===== src/rtl/router_pkg.sv =====
// Shared constants for the router input virtual-channel block: flit geometry,
// VC indices and the per-VC request state encoding.
package router_pkg;

  localparam int unsigned DATA_WIDTH = 64;
  localparam int unsigned HOP_LSB    = 48;
  localparam int unsigned HOP_W      = 8;

  localparam int unsigned EVEN = 0;
  localparam int unsigned ODD  = 1;

  localparam logic [0:0] IDLE = 1'b0;
  localparam logic [0:0] REQ  = 1'b1;

endpackage


===== src/rtl/vc_fifo.sv =====
// Show-ahead FIFO for one virtual channel; head_o is valid whenever empty_o is low.
// Pushes into a full FIFO and pops from an empty one are ignored.
module vc_fifo #(
  parameter int unsigned DATA_WIDTH = 64,
  parameter int unsigned DEPTH      = 8
) (
  input  logic                    clk_i,
  input  logic                    rst_ni,
  input  logic                    push_i,
  input  logic [DATA_WIDTH-1:0]   data_i,
  input  logic                    pop_i,
  output logic [DATA_WIDTH-1:0]   head_o,
  output logic                    full_o,
  output logic                    empty_o,
  output logic [$clog2(DEPTH):0]  occ_o
);

  localparam int unsigned AW = $clog2(DEPTH);

  logic [DATA_WIDTH-1:0] mem_q [DEPTH];
  logic [AW-1:0]         wr_ptr_q, wr_ptr_d;
  logic [AW-1:0]         rd_ptr_q, rd_ptr_d;
  logic [AW:0]           cnt_q, cnt_d;
  logic                  do_push, do_pop;

  always_comb begin
    full_o   = (cnt_q == (AW+1)'(DEPTH));
    empty_o  = (cnt_q == '0);
    do_push  = push_i & ~full_o;
    do_pop   = pop_i & ~empty_o;
    // DEPTH is a power of two, so the pointers wrap on natural overflow.
    wr_ptr_d = wr_ptr_q + AW'(do_push);
    rd_ptr_d = rd_ptr_q + AW'(do_pop);
    cnt_d    = cnt_q + (AW+1)'(do_push) - (AW+1)'(do_pop);
    head_o   = mem_q[rd_ptr_q];
    occ_o    = cnt_q;
  end

  always_ff @(posedge clk_i or negedge rst_ni) begin
    if (!rst_ni) begin
      wr_ptr_q <= '0;
      rd_ptr_q <= '0;
      cnt_q    <= '0;
    end else begin
      wr_ptr_q <= wr_ptr_d;
      rd_ptr_q <= rd_ptr_d;
      cnt_q    <= cnt_d;
    end
  end

  always_ff @(posedge clk_i) begin
    if (do_push) begin
      mem_q[wr_ptr_q] <= data_i;
    end
  end

endmodule


===== src/rtl/router_input_vc.sv =====
// Ring-router input port: one FIFO per virtual channel, phase-selected writes,
// hop-based routing of the in-phase head to the ring or the local PE.
module router_input_vc
  import router_pkg::*;
#(
  parameter int unsigned DATA_WIDTH = router_pkg::DATA_WIDTH,
  parameter int unsigned DEPTH      = 8,
  parameter int unsigned NUM_VC     = 2,
  parameter int unsigned HOP_LSB    = router_pkg::HOP_LSB,
  parameter int unsigned HOP_W      = router_pkg::HOP_W
) (
  input  logic                               clk,
  input  logic                               rst,
  input  logic                               polarity,
  input  logic                               si,
  output logic                               ri,
  input  logic [DATA_WIDTH-1:0]              di,
  output logic [NUM_VC-1:0]                  req_fwd,
  output logic [NUM_VC-1:0]                  req_pe,
  input  logic [NUM_VC-1:0]                  gnt_fwd,
  input  logic [NUM_VC-1:0]                  gnt_pe,
  output logic [DATA_WIDTH-1:0]              data_out_fwd,
  output logic [DATA_WIDTH-1:0]              data_out_pe,
  output logic [NUM_VC*($clog2(DEPTH)+1)-1:0] occ,
  output logic [1:0]                         err
);

  localparam int unsigned OW = $clog2(DEPTH) + 1;

  logic [NUM_VC-1:0]     push, pop, full, empty, in_phase, hop_zero, dbl_gnt;
  logic [DATA_WIDTH-1:0] head [NUM_VC];
  logic [NUM_VC-1:0]     state_q, state_d;
  logic [1:0]            err_q, err_d;
  logic [DATA_WIDTH-1:0] fwd_q, pe_q;
  logic [DATA_WIDTH-1:0] cur_head, cur_fwd;
  logic [HOP_W-1:0]      cur_hop;
  logic                  cur_empty;
  int unsigned           wr_vc;

  for (genvar g = 0; g < NUM_VC; g++) begin : gen_vc
    vc_fifo #(
      .DATA_WIDTH (DATA_WIDTH),
      .DEPTH      (DEPTH)
    ) u_fifo (
      .clk_i   (clk),
      .rst_ni  (rst),
      .push_i  (push[g]),
      .data_i  (di),
      .pop_i   (pop[g]),
      .head_o  (head[g]),
      .full_o  (full[g]),
      .empty_o (empty[g]),
      .occ_o   (occ[g*OW +: OW])
    );
  end

  always_comb begin
    wr_vc     = polarity ? ODD : EVEN;
    ri        = 1'b1;
    cur_empty = 1'b1;
    cur_head  = '0;
    for (int unsigned v = 0; v < NUM_VC; v++) begin
      in_phase[v] = (v == wr_vc);
      if (in_phase[v]) begin
        ri        = ~full[v];
        cur_empty = empty[v];
        cur_head  = head[v];
      end
    end

    for (int unsigned v = 0; v < NUM_VC; v++) begin
      hop_zero[v] = (head[v][HOP_LSB +: HOP_W] == '0);
      req_pe[v]   = in_phase[v] & ~empty[v] & hop_zero[v];
      req_fwd[v]  = in_phase[v] & ~empty[v] & ~hop_zero[v];
      // At most one of the two grants can match, so a double grant pops once.
      pop[v]      = (gnt_fwd[v] & req_fwd[v]) | (gnt_pe[v] & req_pe[v]);
      dbl_gnt[v]  = gnt_fwd[v] & gnt_pe[v] & (req_fwd[v] | req_pe[v]);
      // ri ignores grants, so a full VC never accepts even while popping.
      push[v]     = in_phase[v] & si & ~full[v];

      state_d[v] = state_q[v];
      case (state_q[v])
        IDLE:    if (in_phase[v] && !empty[v] && !pop[v]) state_d[v] = REQ;
        REQ:     if (pop[v] || !in_phase[v]) state_d[v] = IDLE;
        default: state_d[v] = IDLE;
      endcase
    end

    cur_hop                      = cur_head[HOP_LSB +: HOP_W];
    cur_fwd                      = cur_head;
    cur_fwd[HOP_LSB +: HOP_W]    = cur_hop - HOP_W'(1);

    data_out_pe  = cur_empty ? pe_q : cur_head;
    data_out_fwd = cur_empty ? fwd_q : cur_fwd;

    err_d = err_q | {|dbl_gnt, si & ~ri};
    err   = err_q;
  end

  always_ff @(posedge clk or negedge rst) begin
    if (!rst) begin
      state_q <= '0;
      err_q   <= '0;
      fwd_q   <= '0;
      pe_q    <= '0;
    end else begin
      state_q <= state_d;
      err_q   <= err_d;
      fwd_q   <= data_out_fwd;
      pe_q    <= data_out_pe;
    end
  end

  // REQ is only ever held by a VC that still has the flit it is requesting for.
  always_ff @(posedge clk) begin
    for (int unsigned v = 0; v < NUM_VC; v++) begin
      if (rst) begin
        assert (!(state_q[v] == REQ && empty[v]));
      end
    end
  end

endmodule


===== config.mk =====
export PLATFORM = sky130hd
export DESIGN_NAME = router_input_vc
export DESIGN_NICKNAME = d
export VERILOG_FILES = /design/src/rtl/router_pkg.sv /design/src/rtl/vc_fifo.sv /design/src/rtl/router_input_vc.sv
export SDC_FILE = /design/constraint.sdc
export NUM_CORES = 1
export LEC_CHECK = 0
export BUFFER_PORTS_ARGS = -buffer_cell sky130_fd_sc_hd__buf_2
export CORE_MARGIN = 8
export CORE_UTILIZATION = 30
export CTS_CLUSTER_DIAMETER = 80
export DETAILED_ROUTE_END_ITERATION = 12
export HOLD_SLACK_MARGIN = 0.05
export PLACE_DENSITY = 0.44
export SLEW_MARGIN = 20
export SYNTH_ARGS = -nofsm -noshare
export SYNTH_HDL_FRONTEND = slang
export SYNTH_SLANG_ARGS = --single-unit

===== constraint.sdc =====
create_clock -name clk -period 11.8 [get_ports clk]
set_clock_uncertainty 0.1 [all_clocks]
set_input_delay 1.18 -clock clk [delete_from_list [all_inputs] [get_ports clk]]
set_output_delay 1.18 -clock clk [all_outputs]
set_load 0.02 [all_outputs]

Word level (Yosys, flattened, before mapping). Memory sizes are Yosys's and may differ from the RTL's. Cells that the tools add are included.

Register bits after elaboration: 150. Input port bits: 72. Memories: 2. Bits in writable memories: 1024. Output and inout bits: 143.

Reductions and logical operators: 6. Bitwise logic cells: 35. Equality and inequality tests: 3. Add/subtract/negate cells: 9. Mux-type cells: 13.

Memory list: gen_vc[0].u_fifo.mem_q (words 8, width 64, rd ports 1, clocked after Yosys merged registers in 0, wr ports 1, line vc_fifo.sv:20) `logic [DATA_WIDTH-1:0] mem_q [DEPTH];`; gen_vc[1].u_fifo.mem_q (words 8, width 64, rd ports 1, clocked after Yosys merged registers in 0, wr ports 1, line vc_fifo.sv:20).

Operators by type and width (count): two-way mux 64 bit (4); zero test 32 bit (1); bitwise AND 1 bit (23); zero test 8 bit (2); adder 3 x 1 -> 3 bit (4); two-way mux 1 bit (9); adder 4 x 1 -> 4 bit (2); == test 4 bit, second input constant (2); zero test 4 bit (2); subtractor 4 x 1 -> 4 bit (2); subtractor 8 x 1 -> 8 bit, second input constant (1); NOT 1 bit (7); OR 1 bit (4); OR 2 bit (1); OR reduction 2 bit (1); == test 1 bit, first input constant (1).

Depth between registers and ports, before layout.
Depth in word-level cells: 8. Depth in mapped cells: 15. Mapped depth without buffers: 12.

Hierarchy. A second synthesis with hierarchy kept.

Cell total of the unflattened synthesis: 2050. Area total of the unflattened synthesis: 45129.5 µm².

Modules (own cells, without submodules): vc_fifo (seq. area each 15625.0 µm², area an instance 19766.5 µm², instances 2, cells an instance 790); router_input_vc (seq. area each 3253.1 µm², area an instance 5596.6 µm², instances 1, cells an instance 470).

Worst setup path before layout. No wires, ideal clock.

Path type: in2reg. Start: input polarity. End: memory gen_vc[1].u_fifo.mem_q[1][0], enable pin. Cell stages on the path: 6. Slack: 4506 ps. Library setup time: 565 ps. Required time: 11135 ps. Arrival time: 6630 ps. Cells stage by stage: clkbuf_1 -> inv_1 -> clkbuf_1 -> a211oi_1 -> nand2_1 -> nor3_1.

Word-level cells in the longest chain between the ends: 7.

RTL lines: from (decl) (line router_input_vc.sv:14) `input logic polarity,`; two-way mux 1 bit (line router_input_vc.sv:58) `wr_vc = polarity ? ODD : EVEN;`; == test 1 bit (line router_input_vc.sv:63) `in_phase[v] = (v == wr_vc);`; bitwise AND 1 bit (2 in series) (line router_input_vc.sv:79) `push[v] = in_phase[v] & si & ~full[v];`; bitwise AND 1 bit (line vc_fifo.sv:29) `do_push = push_i & ~full_o;`; two-way mux 1 bit (line vc_fifo.sv:52) `if (do_push) begin`; two-way mux 1 bit (implied by the code) (line vc_fifo.sv:53) `mem_q[wr_ptr_q] <= data_i;`; to (decl) (line vc_fifo.sv:20).

No other way between the ends.

Worst setup path in the final report.
Start: register gen_vc[0].u_fifo.rd_ptr_q[0]. End: output data_out_fwd[55].

Word-level cells in the longest chain between the ends: 5.

RTL lines: from (decl) (line vc_fifo.sv:22) `logic [AW-1:0] rd_ptr_q, rd_ptr_d;`; from (signal assigned) (line vc_fifo.sv:46) `rd_ptr_q <= rd_ptr_d;`; memory (8 x 64 bit); two-way mux 64 bit (2 in series) (line router_input_vc.sv:64) `if (in_phase[v]) begin`; subtractor 8 x 1 -> 8 bit (line router_input_vc.sv:91) `cur_fwd[HOP_LSB +: HOP_W] = cur_hop - HOP_W'(1);`; two-way mux 64 bit (line router_input_vc.sv:94) `data_out_fwd = cur_empty ? fwd_q : cur_fwd;`; to (decl) (line router_input_vc.sv:22) `output logic [DATA_WIDTH-1:0] data_out_fwd,`.

No other way between the ends.

==> run summary <==
I/O pin count: 215
largest net degree at the start of global routing: 71
Slew HR: 33.8%
Final Hold Fails: 0
H-tree depth: 4
die area: 0.162 sq mm
share of layout cells above drive strength 1: 29.7%
WL/cell: 25.6 um
Max Fanout on Critical Path: 41
Pins Over Slew Limit: 0
synthesized area per cell: 20.2 sq um
number of global-route vias before repair: 23800
Async SR Flop Fraction: 12.8%
# fillers: 13800
synth unique cells: 41
Yosys reg bits: 1174
clock tree buffer depth: 3
Achievable Freq: 152 MHz
Detail Placement HPWL: 65.7 mm
crit share post-route: 55.9%
vias per cell: 4.78
Pwr Density: 250 mW/mm^2
Area growth, synth to finish: 17.6%
Register Area: 0.0345 sq mm
via count: 21900
Setup CP Type: reg -> out
CTS clock-pin slew for the worst setup and hold paths: 60 ps
RSZ-0062 raised after global routing: false
Starting Density: 30.1%
actual slew at the worst max-slew pin: 994 ps
commonest non-fill, non-tap cell in the layout: edfxtp_1
Non-Filler Instances: 4570
Final Critical Period: 6590 ps
worst skew pair latency: 760 ps
fin nets: 2608
post-synthesis sequential area ratio: 76.9%
Core Box Area: 0.149 sq mm
WP data arrival: 5310 ps
Pre-antenna DRT Iters: 5
Critical Path RT: 10520 ps
Critical Path Source Type: register
total clock sinks: 1174
drt drc: 0
Post-synth EDFFs: 1024
die height: 403 um
area of the multi-input gates: 0.00992 sq mm
status: complete, no violations
pre-CTS setup slack: 5780 ps
IO Port Bufs: 214
Clock Tree Root: clkbuf_16
GR Util All Layers: 14.3%
cts hold-fix bufs: 0
postcts setup bufs: 0
Ys Warns: 0
Placed Cells: 4316
post-CTS sizing: 0
worst vdd ir: 149 uV
Cells after Synth: 2218
CTS Buf Count: 138
Cell Rows: 142
Crit path top cell by count: buf_4
commonest cells after routing, fill and taps aside: 1024 x edfxtp_1, 299 x nand2_1, 244 x mux4_2, 212 x buf_2, 144 x dfrtp_1
RD Place Congestion: 0.706
Syn Nets: 2313
CP Capture Type: output port
final WL: 117 mm
Die W: 403 um
leakage power: 17.9 nW
Final setup viols: 0
initial antenna violation count: 22
first-pass GRT wire length: 170 mm
max-cap violation count: 0
GRT overflow: 0
Top FF cell, synth: edfxtp_1
Synth Cell Area: 0.0448 sq mm
crit-path max cell delay: 870 ps
critical path's slowest cell: buf_4
initial drt markers: 1415
worst path cell trace: buf_4, buf_4, mux4_2, nand2b_1, a22oi_2, nand4_1, or3_1, a31oi_1, buf_2
setup TNS: 0 ps
Hold Crit Class: in -> async
TritonCTS clock tree: yes
remaining antenna violation count: 0
Setup WS post-layout: 5210 ps
==> critical path: cells and delay by family, from the launching register on <==
kind | cells | cell delay [ps]
buffers and inverters | 3 | 1810
AND/OR/NAND/NOR | 3 | 770
flip-flops | 1 | 670
AO/OA/AOI/OAI | 2 | 640
multiplexers | 1 | 590
==> synth_stat cells, drive strengths merged (2+ instances only) <==
library cell  count  area, sq um
fa                2         40.0
a22oi            21          178
o211ai           57          433
o21ai             4         20.0
clkbuf           51          191
mux4            244         5500
and2              2         12.5
nand4             3         18.8
ha               21          263
mux2i            83          843
a21oi            19         95.1
buf              61          289
mux2             60          676
inv              17         63.8
a221oi           11         96.3
xnor2             5         43.8
dfrtp           150         3750
nor2             36          135
a31oi             3         18.8
xor2              7         61.3
or3               2         12.5
nor3              4         20.0
nand2           299         1120
o21a              2         15.0
a21o              3         22.5
nand2b           19          119
edfxtp         1024        30700
==> kinds of logic (layout without fill, tap and decap cells) <==
kind of cell | count (synthesis) | count (layout) | synth area share, %
flip-flops | 1174 | 1174 | 76.9
multiplexers | 387 | 387 | 15.6
AND/OR/NAND/NOR | 371 | 371 | 3.30
buffers and inverters | 129 | 533 | 1.21
AO/OA/AOI/OAI | 122 | 122 | 1.99
adder cells (fa/ha/maj) | 23 | 23 | 0.675
XOR/XNOR | 12 | 12 | 0.234
other | 0 | 4 | 0
==> worst paths after layout <==
kind | from | to | slack (ps) | depth (start not counted)
setup / recovery | gen_vc[0].u_fifo.rd_ptr_q[0] | data_out_fwd[55] | 5210 | 9
setup reg to reg | gen_vc[0].u_fifo.rd_ptr_q[0] | gen_vc[0].u_fifo.occ_o[2] | 6320 | 14
hold / removal | rst | gen_vc[1].u_fifo.occ_o[1] | 210 | 1
max in group asynchronous | rst | pe_q[36] | 10260 | 2
hold reg to reg | pe_q[22] | pe_q[22] | 360 | 2
min in group clk | pe_q[22] | pe_q[22] | 360 | 2
==> flip-flops by register name, summed over array words and instances (netlist names) <==
name	flops
gen_vc.u_fifo.rd_ptr_q	6
err	2
fwd_q	64
gen_vc.u_fifo.wr_ptr_q	6
gen_vc.u_fifo.occ_o	8
gen_vc.u_fifo.mem_q	1024
pe_q	64
==> routing by layer <==
metal	GRT usage (%)	part of all wire [%]
met2	23.8	48
met5	0	0.067
met3	3.11	5.0
met4	4.18	2.3
met1	19.0	44
==> power by group <==
group / switching [mW] / internal (mW)
registers: 0.302 / 5.08
clock network: 1.66 / 2.32
logic: 2.26 / 1.56
==> cell type report <==
class / count / share of cell area [%]
Multi-Input combinational cell: 915 / 18.8
Clock buffer: 186 / 7.07
Inverter: 17 / 0.121
Antenna cell: 4 / 0.0190
Clock inverter: 63 / 0.999
Sequential cell: 1174 / 65.5
Tap cell: 1944 / 4.61
Timing Repair Buffer: 267 / 2.89
==> through the flow <==
step | hold slack (ps) | cell area (sq um) | utilization (%) | power (mW)
floorplan | 373 | 44800 | - | 8.02
global placement | 349 | 48400 | 32.5 | 9.37
detailed placement | 355 | 48400 | 32.5 | 9.43
CTS | 150 | 52700 | 35.4 | 13.5
global route | 176 | 52700 | 35.4 | 13.9
finish | 213 | 52700 | 35.4 | 13.2
No activity file was read; power rests on OpenSTA's default activity.
